$ cat src/rtl/mac_pkg.sv
// Shared definitions for the multiply-accumulator control slice:
// default widths and the frame feeder state encoding.
package mac_pkg;

    localparam int DATA_W = 8;
    localparam int ACC_W  = 16;
    localparam int CNT_W  = 8;

    typedef enum logic [1:0] {
        CLEAR  = 2'd0,
        ACC    = 2'd1,
        DRAIN  = 2'd2,
        RESULT = 2'd3
    } mac_feed_state_t;

endpackage

$ cat src/rtl/mac_frame_feeder_if.sv
// Operand-pair stream in and frame-result stream out of the MAC frame feeder.
// The slave modport is the feeder; master is the upstream/downstream side.
interface mac_frame_feeder_if #(
    parameter int DATA_W = mac_pkg::DATA_W,
    parameter int ACC_W  = mac_pkg::ACC_W,
    parameter int CNT_W  = mac_pkg::CNT_W
);

    logic              in_valid;
    logic              in_ready;
    logic [DATA_W-1:0] in_a;
    logic [DATA_W-1:0] in_b;
    logic              in_last;

    logic              res_valid;
    logic              res_ready;
    logic [ACC_W-1:0]  res_data;
    logic [CNT_W-1:0]  res_count;
    logic              res_ovf;

    modport master (
        output in_valid, in_a, in_b, in_last, res_ready,
        input  in_ready, res_valid, res_data, res_count, res_ovf
    );

    modport slave (
        input  in_valid, in_a, in_b, in_last, res_ready,
        output in_ready, res_valid, res_data, res_count, res_ovf
    );

endinterface

$ cat src/rtl/mac_frame_feeder.sv
// Frame sequencer in front of the 8x8 MAC: feeds one operand pair per cycle,
// captures the frame sum with count and overflow, then clears the accumulator.
//
// state  | meaning
// CLEAR  | mac_clr asserted, accumulator held at zero, no pairs accepted
// ACC    | accepting pairs, each accepted pair drives data1/data2
// DRAIN  | last product settling into mac_out, then captured
// RESULT | frame result offered downstream until taken
module mac_frame_feeder #(
    parameter int DATA_W = mac_pkg::DATA_W,
    parameter int ACC_W  = mac_pkg::ACC_W,
    parameter int CNT_W  = mac_pkg::CNT_W
) (
    input  logic              clk,
    input  logic              aclr_n,
    mac_frame_feeder_if.slave bus,
    output logic [DATA_W-1:0] mac_data1,
    output logic [DATA_W-1:0] mac_data2,
    output logic              mac_clr,
    input  logic [ACC_W-1:0]  mac_out
);
    import mac_pkg::*;

    localparam logic [CNT_W-1:0] CNT_MAX = '1;

    mac_feed_state_t  state;
    mac_feed_state_t  state_nxt;

    logic             accept;
    logic             res_hs;
    logic             in_ready_int;
    logic             res_valid_int;
    logic             watch_ovf;
    logic             drain_done;
    logic             drain_cnt;
    logic [ACC_W-1:0] mac_prev;
    logic [ACC_W-1:0] res_data_q;
    logic [CNT_W-1:0] count;
    logic             ovf;

    always_ff @(posedge clk or negedge aclr_n) begin
        if (!aclr_n) begin
            state <= CLEAR;
        end else begin
            state <= state_nxt;
        end
    end

    always_comb begin
        state_nxt = state;
        unique case (state)
            CLEAR:   state_nxt = ACC;
            ACC:     if (accept && bus.in_last) state_nxt = DRAIN;
            DRAIN:   if (drain_done) state_nxt = RESULT;
            RESULT:  if (res_hs) state_nxt = CLEAR;
            default: state_nxt = CLEAR;
        endcase
    end

    always_comb begin
        in_ready_int  = (state == ACC);
        res_valid_int = (state == RESULT);
        watch_ovf     = (state == ACC) || (state == DRAIN);
        accept        = bus.in_valid && in_ready_int;
        res_hs        = bus.res_ready && res_valid_int;
        drain_done    = (drain_cnt == 1'b0);
    end

    // The last product lands in mac_out one edge after DRAIN entry, so DRAIN
    // waits out that edge and captures on the following one.
    always_ff @(posedge clk or negedge aclr_n) begin
        if (!aclr_n) begin
            mac_clr    <= 1'b1;
            mac_data1  <= '0;
            mac_data2  <= '0;
            mac_prev   <= '0;
            drain_cnt  <= 1'b0;
            res_data_q <= '0;
            count      <= '0;
            ovf        <= 1'b0;
        end else begin
            mac_clr   <= (state_nxt == CLEAR);
            mac_data1 <= accept ? bus.in_a : '0;
            mac_data2 <= accept ? bus.in_b : '0;
            mac_prev  <= mac_out;
            if (accept && bus.in_last) begin
                drain_cnt <= 1'b1;
            end else if ((state == DRAIN) && !drain_done) begin
                drain_cnt <= drain_cnt - 1'b1;
            end
            if ((state == DRAIN) && drain_done) begin
                res_data_q <= mac_out;
            end
            if (res_hs) begin
                count <= '0;
                ovf   <= 1'b0;
            end else begin
                if (accept && (count != CNT_MAX)) begin
                    count <= count + 1'b1;
                end
                // Unsigned products only add, so any decrease means a wrap.
                if (watch_ovf && (mac_out < mac_prev)) begin
                    ovf <= 1'b1;
                end
            end
        end
    end

    assign bus.in_ready  = in_ready_int;
    assign bus.res_valid = res_valid_int;
    assign bus.res_data  = res_data_q;
    assign bus.res_count = count;
    assign bus.res_ovf   = ovf;

endmodule
$ cat src/flat_wrapper.sv
// flat-port wrapper written by rule: the top's interface ports become plain ports
module mac_frame_feeder_flat import mac_pkg::*;
#(
    parameter int DATA_W = mac_pkg::DATA_W,
    parameter int ACC_W  = mac_pkg::ACC_W,
    parameter int CNT_W  = mac_pkg::CNT_W
)
  (clk, aclr_n, mac_data1, mac_data2, mac_clr, mac_out, bus_in_valid, bus_in_a, bus_in_b, bus_in_last, bus_res_ready, bus_in_ready, bus_res_valid, bus_res_data, bus_res_count, bus_res_ovf);
  mac_frame_feeder_if #(.DATA_W(DATA_W), .ACC_W(ACC_W), .CNT_W(CNT_W)) bus_i ();
  input  logic clk;
  input  logic aclr_n;
  output logic [DATA_W-1:0] mac_data1;
  output logic [DATA_W-1:0] mac_data2;
  output logic mac_clr;
  input  logic [ACC_W-1:0] mac_out;
  input wire logic [$bits(bus_i.in_valid)-1:0] bus_in_valid;
  input wire logic [$bits(bus_i.in_a)-1:0] bus_in_a;
  input wire logic [$bits(bus_i.in_b)-1:0] bus_in_b;
  input wire logic [$bits(bus_i.in_last)-1:0] bus_in_last;
  input wire logic [$bits(bus_i.res_ready)-1:0] bus_res_ready;
  output wire logic [$bits(bus_i.in_ready)-1:0] bus_in_ready;
  output wire logic [$bits(bus_i.res_valid)-1:0] bus_res_valid;
  output wire logic [$bits(bus_i.res_data)-1:0] bus_res_data;
  output wire logic [$bits(bus_i.res_count)-1:0] bus_res_count;
  output wire logic [$bits(bus_i.res_ovf)-1:0] bus_res_ovf;
  assign bus_i.in_valid = bus_in_valid;
  assign bus_i.in_a = bus_in_a;
  assign bus_i.in_b = bus_in_b;
  assign bus_i.in_last = bus_in_last;
  assign bus_i.res_ready = bus_res_ready;
  assign bus_in_ready = bus_i.in_ready;
  assign bus_res_valid = bus_i.res_valid;
  assign bus_res_data = bus_i.res_data;
  assign bus_res_count = bus_i.res_count;
  assign bus_res_ovf = bus_i.res_ovf;
  mac_frame_feeder #(.DATA_W(DATA_W), .ACC_W(ACC_W), .CNT_W(CNT_W)) u_core (.clk(clk), .aclr_n(aclr_n), .bus(bus_i), .mac_data1(mac_data1), .mac_data2(mac_data2), .mac_clr(mac_clr), .mac_out(mac_out));
endmodule
$ cat config.mk
export PLATFORM = sky130hd
export DESIGN_NAME = mac_frame_feeder_flat
export DESIGN_NICKNAME = d
export VERILOG_FILES = /design/src/rtl/mac_pkg.sv /design/src/rtl/mac_frame_feeder_if.sv /design/src/rtl/mac_frame_feeder.sv /design/src/flat_wrapper.sv
export SDC_FILE = /design/constraint.sdc
export NUM_CORES = 1
export LEC_CHECK = 0
export CORE_AREA = 2 2 65 92
export DETAILED_ROUTE_END_ITERATION = 10
export DIE_AREA = 0 0 67 94
export GPL_TIMING_DRIVEN = 0
export PLACE_DENSITY = 0.92
export SYNTH_ARGS = -nofsm -noshare
export SYNTH_HDL_FRONTEND = slang
export SYNTH_SLANG_ARGS = --single-unit
$ cat constraint.sdc
create_clock -name clk -period 5.36 [get_ports clk]
set_clock_uncertainty 0.15 [all_clocks]
set_input_delay 1.072 -clock clk [delete_from_list [all_inputs] [get_ports clk]]
set_output_delay 1.072 -clock clk [all_outputs]
set_load 0.01 [all_outputs]
; ---- Yosys cells after proc, flatten, opt, wreduce, memory -nomap -nowiden
; Cells that the tools add are included.
[totals]
reg_bits = 61
latch_bits = 0
ramBits = 0
romBits = 0
inputBits = 37
wordCells = 42
n_memories = 0
[op_classes]
addsub = 2
n_mul = 0
n_div = 0
order_cmp = 1
n_eq_ne = 4
shift = 0
n_mux = 12
bitwise = 1
reduce_logical = 13
[op_table]
columns = cell, count
row1 = $mux W8, 4
row2 = $lt A16 B16 Y1, 1
row3 = $add A8 B1 Y8 const B, 1
row4 = $ne A8 B8 Y1 const B, 1
row5 = $pmux W2 S4, 1
row6 = $logic_and A1 B1 Y1, 7
row7 = $mux W2, 3
row8 = $reduce_bool A2 Y1, 3
row9 = $eq A2 B2 Y1 const B, 2
row10 = $logic_not A2 Y1, 2
row11 = $mux W1, 4
row12 = $eq A2 B1 Y1 const B, 1
row13 = $logic_or A1 B1 Y1, 1
row14 = $not A1 Y1, 1
row15 = $sub A1 B1 Y1 const B, 1

; ---- Depth between registers and ports, before layout
; Gate-level depths: netlist of the first run.
[depth]
depth_word = 6
ltp_mapped = 8
mapped_depth_nobuf = 6

; ---- Least setup slack after synthesis of the first run
; OpenSTA, ideal clock, no wires.
[synth_timing]
path_type = in2reg
start = input mac_out[15]
end = register u_core.ovf, in the netlist u_core.bus.res_ovf
t_arrival_ns = 2.175
setup_slack_ns = 2.906
stages = 5
cell_sequence = ha_1 > nand4_1 > or3_4 > a2111oi_2 > o32ai_1
[synth_between]
elab_chain_len = 3
[synth_lines]
columns = element, line
row1 = from (decl), flat_wrapper.sv:15  ; input logic [ACC_W-1:0] mac_out;
row2 = $lt A16 B16 Y1, mac_frame_feeder.sv:102  ; if (watch_ovf && (mac_out < mac_prev)) begin
row3 = $logic_and A1 B1 Y1, mac_frame_feeder.sv:102
row4 = $reduce_bool A2 Y1 (no line), --
row5 = to (signal assigned), mac_frame_feeder.sv:80  ; ovf <= 1'b0;
row6 = to (signal assigned), mac_frame_feeder.sv:96  ; ovf <= 1'b0;
row7 = to (signal assigned), mac_frame_feeder.sv:103  ; ovf <= 1'b1;
row8 = to (decl), mac_frame_feeder.sv:39  ; logic ovf;
; Every way passes these cells.
; A chain may end at the register's enable or synchronous reset.

; ---- Worst setup path after layout of the first run
[layout_timing]
start = register u_core.state[1]
end = output bus_in_ready
[layout_between]
elab_chain_len = 1
[layout_lines]
columns = element, line
row1 = from (decl), mac_frame_feeder.sv:26  ; mac_feed_state_t state;
row2 = from (signal assigned), mac_frame_feeder.sv:45  ; state <= state_nxt;
row3 = $eq A2 B1 Y1, mac_frame_feeder.sv:61  ; in_ready_int = (state == ACC);
row4 = to (decl), flat_wrapper.sv:21  ; output wire logic [$bits(bus_i.in_ready)-1:0] bus_in_ready;
; Every way passes these cells.

==> impl_metrics.tcl, run 1 <==
set metrics [dict create \
    synthAdderAreaFrac_pct 9.33 \
    worstPathArrival_ns 1.69 \
    routed-via-count 1962 \
    antenna_cells 0 \
    vdd_ir_drop_max_v 0.000351 \
    numCtsBuffers 9 \
    cts_hold_buffers 0 \
    first_global_vias 2088 \
    required_ns 4.14 \
    cts-root-buf "clkbuf_8" \
    synthToLayoutAreaGrowth_pct 42.0 \
    cp-end-kind "output port" \
    synth_mux_area_share_pct 7.09 \
    drt-initial-drc-count 107 \
    ys_seq_elements 61 \
    final.setup.tns_ns 0 \
    synth_top_area_cell "dfrtp_1" \
    syn_inst 218 \
    die-area_um2 6300 \
    hold_class "reg2reg" \
    power_mw 1.63 \
    grt_pass1_wl_mm 9.65 \
    drc 0 \
    synth_xor_xnor_area_share_pct 0.326 \
    initial_core_util_pct 49.3 \
    dp_hpwl_mm 4.44 \
    grt_setup_unrepaired "false" \
    synth.area.top_cells "dfrtp_1, ha_1, mux2_2, inv_1, and3_1" \
    routed_wl_mm 5.89 \
    synth-simple-area-share_pct 12.0 \
    syn_nets 275 \
    synth-edff-count 0 \
    synth_compound_area_share_pct 9.38 \
    start_kind "flip-flop" \
    clk_pin_slew_ns 0.07 \
    yosys_most_used_dff "dfrtp_1" \
    drt.antenna.violating_nets 0 \
    critical_path_class "reg2out" \
    routedWlPerCell_um 15.4 \
    cp_slowest_cell "clkdlybuf4s50_1" \
    slowest_delay_ns 0.57 \
    boundaryPins 81 \
    synth_top_family_by_area "simple AND/OR/NAND/NOR gates" \
    outcome "completed" \
    gp_congestion 0.758 \
    p_per_area_nw_per_um2 428 \
    max_clock_freq_ghz 0.343 \
    yosysSeqAreaShare_pct 56.9 \
    ys.warnings.count 0 \
    drive_gt1_share_pct 16.8 \
    io_buffers 80 \
    track_usage_pct 21.1 \
    fill_cells 404 \
    cts_tree "done" \
    rows 32 \
    die_w_um 67 \
    final_cell_mix "clkdlybuf4s50_1, dfrtp_1, inv_1" \
    synth_area_um2 2680 \
    cts_setup_buffers 0 \
    cts_buffer_depth 2 \
    path_cells "inv_1 -> ha_1 -> clkdlybuf4s50_1" \
    antenna_found_initial 0 \
    firstDrtPassIters 4 \
    slew_violations 0 \
    die_y_um 94 \
    yosysTopAreaCellShare_pct 56.0 \
    htree_levels 3 \
    grt_max_degree 33 \
    syn_area_per_cell_um2 12.3 \
    drv_cap 0 \
    post_cts_resized 0 \
    clock_latency_ns 0.33 \
    setup_viol_count_final 0 \
    fin_nets 367 \
    layout_commonest_cell "clkdlybuf4s50_1" \
    slew_headroom_pct 51.8 \
    p_leak_nw 1.79 \
    holdWs_ns 0.355 \
    worst_pin_slew_ns 0.724 \
    hold_viol_final 0 \
    viasPerCell 5.12 \
    crit_fanout 6 \
    core_um2 5450 \
    synth_cell_types 40 \
    async_flop_share_pct 100 \
    overflow 0 \
    period_needed_ns 2.92 \
    cts_sinks 61 \
    ff2ff_setup_slack_ns 3.33 \
    fin_crit_sh_pct 54.4 \
]
==> worst max-delay path: cells and delay by family, from the launching register on <==
family / cells / cell delay, ns
buffers and inverters: 2 / 0.67
flip-flops: 1 / 0.44
adder cells (fa/ha/maj): 1 / 0.25
==> state kept, by name, indices dropped and copies added (netlist names), 2 cells and up <==
signal	count
u_core.bus.res_data	16
u_core.mac_data1	8
u_core.mac_data2	8
u_core.mac_prev	16
u_core.state	2
u_core.bus.res_count	8
==> logic make-up (layout without fill, tap and decap cells) <==
| family | after synthesis | in the layout |
|---|---|---|
| flip-flops | 61 | 61 |
| adder cells (fa/ha/maj) | 20 | 20 |
| XOR/XNOR | 1 | 1 |
| buffers and inverters | 30 | 127 |
| multiplexers | 17 | 17 |
| AND/OR/NAND/NOR | 55 | 55 |
| AO/OA/AOI/OAI | 34 | 34 |
==> report_power, final <==
group / leakage [nW] / internal (mW) / switching [mW]
combinational: 0.900 / 0.304 / 0.241
sequential: 0.771 / 0.566 / 0.0648
clock: 0.116 / 0.286 / 0.169
==> final cells by class <==
class / count / area [um2] / area share [%]
tap: 68 / 85.1 / 2.23
sequential: 61 / 1530 / 40.1
multi-input combinational: 127 / 1020 / 26.8
inverter: 23 / 86.3 / 2.27
clock inverter: 4 / 70.1 / 1.84
buffer: 7 / 46.3 / 1.22
timing repair buffer: 81 / 816 / 21.4
clock buffer: 12 / 155 / 4.07
==> through the flow <==
step	util, %	area [um2]	worst slack (ns)	cells
floorplan	-	2680	2.91	218
global placement	65.5	3570	1.21	366
detailed placement	65.8	3580	2.29	367
CTS	69.9	3810	2.42	383
global route	69.9	3810	2.37	383
finish	69.9	3810	2.44	383
==> final timing paths <==
| path | startpoint | to | cells after the start |
|---|---|---|---|
| setup / recovery | u_core.state[1] | bus_in_ready | 3 |
| hold / removal | u_core.bus.res_data[13] | u_core.bus.res_data[13] | 1 |
| setup reg to reg | u_core.state[0] | u_core.bus.res_data[2] | 6 |
| hold reg to reg | u_core.bus.res_data[13] | u_core.bus.res_data[13] | 1 |
| max in group asynchronous | aclr_n | u_core.bus.res_data[15] | 2 |
| min in group asynchronous | aclr_n | u_core.mac_data1[4] | 1 |
==> cell usage after synthesis (2+ instances only) <==
library cell / instances
dfrtp_1: 60
inv_1: 23
ha_1: 20
mux2_2: 16
a21oi_1: 12
nand2_1: 12
and3_1: 11
nor2_1: 7
and3_2: 6
nor3_1: 5
o21ai_0: 5
a2111oi_2: 3
a211oi_1: 3
clkbuf_1: 3
nor2b_1: 3
buf_6: 2
nand4_1: 2
o21a_1: 2
o22ai_1: 2
==> per-layer routing <==
layer	vias up	GRT usage, %	part of all wire, %
met5	-	0	0
met4	0	10.2	2.4
met3	14	6.35	5.4
met2	62	35.1	52
met1	945	24.1	40
li1	941	-	-
Note: power is estimated with default switching activity, not from simulation.
==> run 2, diff against run 1 <==
Settings changed: CORE_AREA 2 2 65 92 to 2 2 71 100, DIE_AREA 0 0 67 94 to 0 0 73 102, PLACE_DENSITY 0.92 to 0.83.
Clock period 5.36 ns to 2.4 ns, I/O delays scaled along.
==> run 2 against run 1 <==
  * Register-to-register slack lost 3.0 ns
  * Sequential cell count is the same
  * Die area grew 18%
  * Sequential share of layout area shrank 0.34 points
==> impl_metrics.tcl, run 2 (same netlist as run 1, synthesis figures left out) <==
set metrics [dict create \
    outcome "completed" \
    p_seq_share_pct 37.4 \
    cp_slowest_cell "clkdlybuf4s50_1" \
    worst_pin_slew_ns 0.666 \
    die_y_um 102 \
    boundaryPins 81 \
    drc 0 \
    vdd_ir_drop_max_v 0.000761 \
    hold_viol_final 0 \
    antenna_found_initial 0 \
    combPwrFrac_pct 32.6 \
    slowest_delay_ns 0.55 \
    fin_nets 367 \
    grt_max_degree 34 \
    cts_buffer_depth 2 \
    routed_wl_mm 5.64 \
    required_ns 1.77 \
    numCtsBuffers 9 \
    die-area_um2 7450 \
    power_mw 3.75 \
    routedWlPerCell_um 14.5 \
    critical_path_class "reg2out" \
    clkPwrFrac_pct 30.0 \
    dp_worst_setup_slack_ns -0.0906 \
    max_clock_freq_ghz 0.439 \
    dp_hpwl_mm 4.20 \
    worstPathArrival_ns 1.65 \
    gp_congestion 0.817 \
    crit_fanout 6 \
    drt.antenna.violating_nets 0 \
    overflow 0 \
    drt-initial-drc-count 69 \
    crit_family "buffers and inverters" \
    drive_gt1_share_pct 17.5 \
    first_global_vias 2006 \
    hold_class "in2async" \
    antenna_cells 0 \
    cts-root-buf "clkbuf_8" \
    cts_setup_buffers 0 \
    firstDrtPassIters 4 \
    final_cell_mix "clkdlybuf4s50_1, dfrtp_1, inv_1" \
    synthToLayoutAreaGrowth_pct 43.2 \
    p_sw_mw 1.09 \
    ff2ff_setup_slack_ns 0.38 \
    routed-via-count 1985 \
    htree_levels 3 \
    rows 35 \
    fin_crit_sh_pct 95.0 \
    track_usage_pct 16.2 \
    cts_tree "done" \
    layout_commonest_cell "clkdlybuf4s50_1" \
    p_per_area_nw_per_um2 976 \
    start_kind "flip-flop" \
    cp-end-kind "output port" \
    grt_pass1_wl_mm 9.15 \
    p_int_mw 2.66 \
    clk_pin_slew_ns 0.07 \
    cts_sinks 61 \
    setup_viol_count_final 0 \
    slew_violations 0 \
    cp.buffers_inverters 2 \
    core_um2 6530 \
    drv_cap 0 \
    period_needed_ns 2.28 \
    path_cells "inv_1 -> ha_2 -> clkdlybuf4s50_1" \
    initial_core_util_pct 41.1 \
    die_w_um 73 \
    p_leak_nw 1.79 \
    grt_setup_unrepaired "false" \
    final.setup.tns_ns 0 \
    fin_ws_ns 0.120 \
    clock_latency_ns 0.33 \
    viasPerCell 5.10 \
    utilization_pct 58.9 \
    p_sw_share_pct 29.1 \
    slew_headroom_pct 55.6 \
    io_buffers 80 \
    holdWs_ns 0.0247 \
]
## run 2: changes by cell type in the layout (fill, tap and decap cells not counted), sizes merged
cell      change
clkinv        -1
clkinvlp      +2
bufinv        +1
clkbuf        -2
## run 2: area by class of cell
cell class	count	area (um2)
plain buffers	7	46.3
clock buffers	10	138
clock inverters	6	110
fillers	526	2680
inverters	23	86.3
multi-input cells	127	1020
flip-flops and latches	61	1530
well taps	74	92.6
repair buffers	81	816
## run 2: per-stage QoR
step,instance area [um2],cells
finish,3840,389
global route,3840,389
CTS,3840,389
global placement,3580,372
detailed placement,3590,373
floorplan,2680,218
## run 2: routing by layer
metal,part of all wire (%),vias up,track usage [%]
met2,50,56,27.5
met3,4.5,15,4.54
li1,-,941,-
met4,3.0,0,8.12
met1,42,973,18.5
met5,0,-,0
## run 2: path summary, 6_finish.rpt
check                                        from  cells after the start                      end
min                                        aclr_n                      1      u_core.mac_data1[0]
min reg2reg                u_core.bus.res_data[8]                      1   u_core.bus.res_data[8]
min in group clk           u_core.bus.res_data[8]                      1   u_core.bus.res_data[8]
max reg2reg                       u_core.state[0]                      6  u_core.bus.res_data[13]
max in group asynchronous                  aclr_n                      2      u_core.mac_prev[14]
max                               u_core.state[1]                      3             bus_in_ready
## run 2: what timing repair did
item | in CTS | in global routing
hold buffers | 0 | 0
endpoints found under the setup margin | 0 | 1
gates resized for setup | 0 | 1
## run 2: power groups by stage
stage	Clock (mW)	Combinational [mW]	Sequential, mW
floorplan	0	0.501	1.50
finish	1.13	1.22	1.40
global placement	0	1.19	1.41
global route	1.19	1.33	1.43
detailed placement	0	1.23	1.42
CTS	1.14	1.23	1.40
==> run 3, diff against run 2 <==
Settings changed: GPL_TIMING_DRIVEN 0 to unset.
==> run 3 against run 2 <==
  * Utilization is 0.92 points lower
  * Setup slack improved by 0.017 ns
  * Register-to-register slack improved by 0.09 ns
  * First-iteration DRC count up 10%
  * Final cell count shrank 1.3%
  * Sequential power barely moved
  * Via count fell by 2.3%
  * Largest cell class unchanged
  * Largest power group unchanged
  * Highest routed layer unchanged
==> impl_metrics.tcl, run 3 (same netlist as run 1, synthesis figures left out) <==
set metrics [dict create \
    die_w_um 73 \
    drive_gt1_share_pct 17.1 \
    htree_levels 3 \
    grt_max_degree 62 \
    outcome "completed" \
    hold_viol_final 0 \
    rows 35 \
    slew_violations 0 \
    cts_tree "done" \
    cts_buffer_depth 2 \
    final.setup.tns_ns 0 \
    clock_latency_ns 0.33 \
    routed-via-count 1940 \
    fin_ws_ns 0.137 \
    overflow 0 \
    path_cells "inv_1 -> ha_4 -> clkdlybuf4s50_1" \
    dp_worst_setup_slack_ns -0.0553 \
    final_cell_mix "clkdlybuf4s50_1, dfrtp_1, inv_1" \
    drt-initial-drc-count 76 \
    cts_sinks 61 \
    cts_hold_buffers 0 \
    firstDrtPassIters 4 \
    numCtsBuffers 9 \
    p_leak_nw 1.77 \
    period_needed_ns 2.26 \
    viasPerCell 5.05 \
    cp_slowest_cell "clkdlybuf4s50_1" \
    core_um2 6530 \
    p_per_area_nw_per_um2 928 \
    antenna_found_initial 0 \
    utilization_pct 57.9 \
    antenna_cells 0 \
    fin_nets 365 \
    drc 0 \
    die_y_um 102 \
    io_buffers 80 \
    start_kind "flip-flop" \
    vdd_ir_drop_max_v 0.000638 \
    layout_commonest_cell "clkdlybuf4s50_1" \
    worstPathArrival_ns 1.63 \
    dp_hpwl_mm 4.09 \
    initial_core_util_pct 41.1 \
    worst_pin_slew_ns 0.337 \
    crit_fanout 6 \
    setup_viol_count_final 0 \
    grt_setup_unrepaired "false" \
    fin_crit_sh_pct 94.3 \
    crit_family "buffers and inverters" \
    holdWs_ns 0.0147 \
    power_mw 3.51 \
    first_global_vias 1859 \
    cp-end-kind "output port" \
    grt_pass1_wl_mm 9.01 \
    max_clock_freq_ghz 0.442 \
    gp_congestion 0.745 \
    boundaryPins 81 \
    synthToLayoutAreaGrowth_pct 41.0 \
    required_ns 1.77 \
    clk_pin_slew_ns 0.06 \
    cp.buffers_inverters 2 \
    die-area_um2 7450 \
    routedWlPerCell_um 14.5 \
    routed_wl_mm 5.57 \
    slew_headroom_pct 77.5 \
    critical_path_class "reg2out" \
    hold_class "in2async" \
    drt.antenna.violating_nets 0 \
    drv_cap 0 \
    slowest_delay_ns 0.54 \
    cts-root-buf "clkbuf_8" \
    track_usage_pct 15.9 \
    fill_cells 537 \
]
[run 3: power breakdown]
part	switching [mW]	leakage, nW	internal, mW	total (mW)
Sequential	0.146	0.771	1.26	1.41
Combinational	0.537	0.899	0.696	1.23
Clock	0.351	0.0971	0.517	0.868
[run 3: path summary, 6_finish.rpt]
kind                                   startpoint  depth (start not counted)                      end  slack, ns
max reg2reg                       u_core.state[1]                          7  u_core.bus.res_count[3]       0.47
min reg2reg                u_core.bus.res_data[7]                          1   u_core.bus.res_data[7]       0.35
max                               u_core.state[1]                          3             bus_in_ready       0.14
min in group clk           u_core.bus.res_data[7]                          1   u_core.bus.res_data[7]       0.35
min                                        aclr_n                          2  u_core.bus.res_data[11]       0.01
max in group asynchronous                  aclr_n                          2           u_core.mac_clr       1.79
[run 3: stage by stage]
step / area, um2 / cells
after CTS: 3770 / 384
final: 3780 / 384
after global placement: 3580 / 371
after global routing: 3780 / 384
after floorplan: 2680 / 218
after detailed placement: 3580 / 371
[run 3: final cells by class]
type                            instances  area (um2)  area share [%]
Inverter                               23        86.3            2.28
Clock buffer                           11         151            4.00
Sequential cell                        61        1530            40.4
Multi-Input combinational cell        127        1030            27.4
Clock inverter                          2        35.0           0.927
Tap cell                               74        92.6            2.45
Timing Repair Buffer                   86         853            22.6
[run 3: layer usage]
| layer | up-vias | wire length (um) | GRT usage, % |
|---|---|---|---|
| met2 | 51 | 2850 | 26.7 |
| li1 | 936 | - | - |
| met4 | 0 | 79 | 5.70 |
| met3 | 7 | 271 | 5.13 |
| met1 | 946 | 2360 | 19.1 |
| met5 | - | 0 | 0 |
[run 3: what timing repair did]
| item | 4_1_cts | 5_1_grt |
|---|---|---|
| setup endpoints to repair | 1 | 1 |
| setup buffers | 0 | 0 |
| gates resized for setup | 1 | 1 |
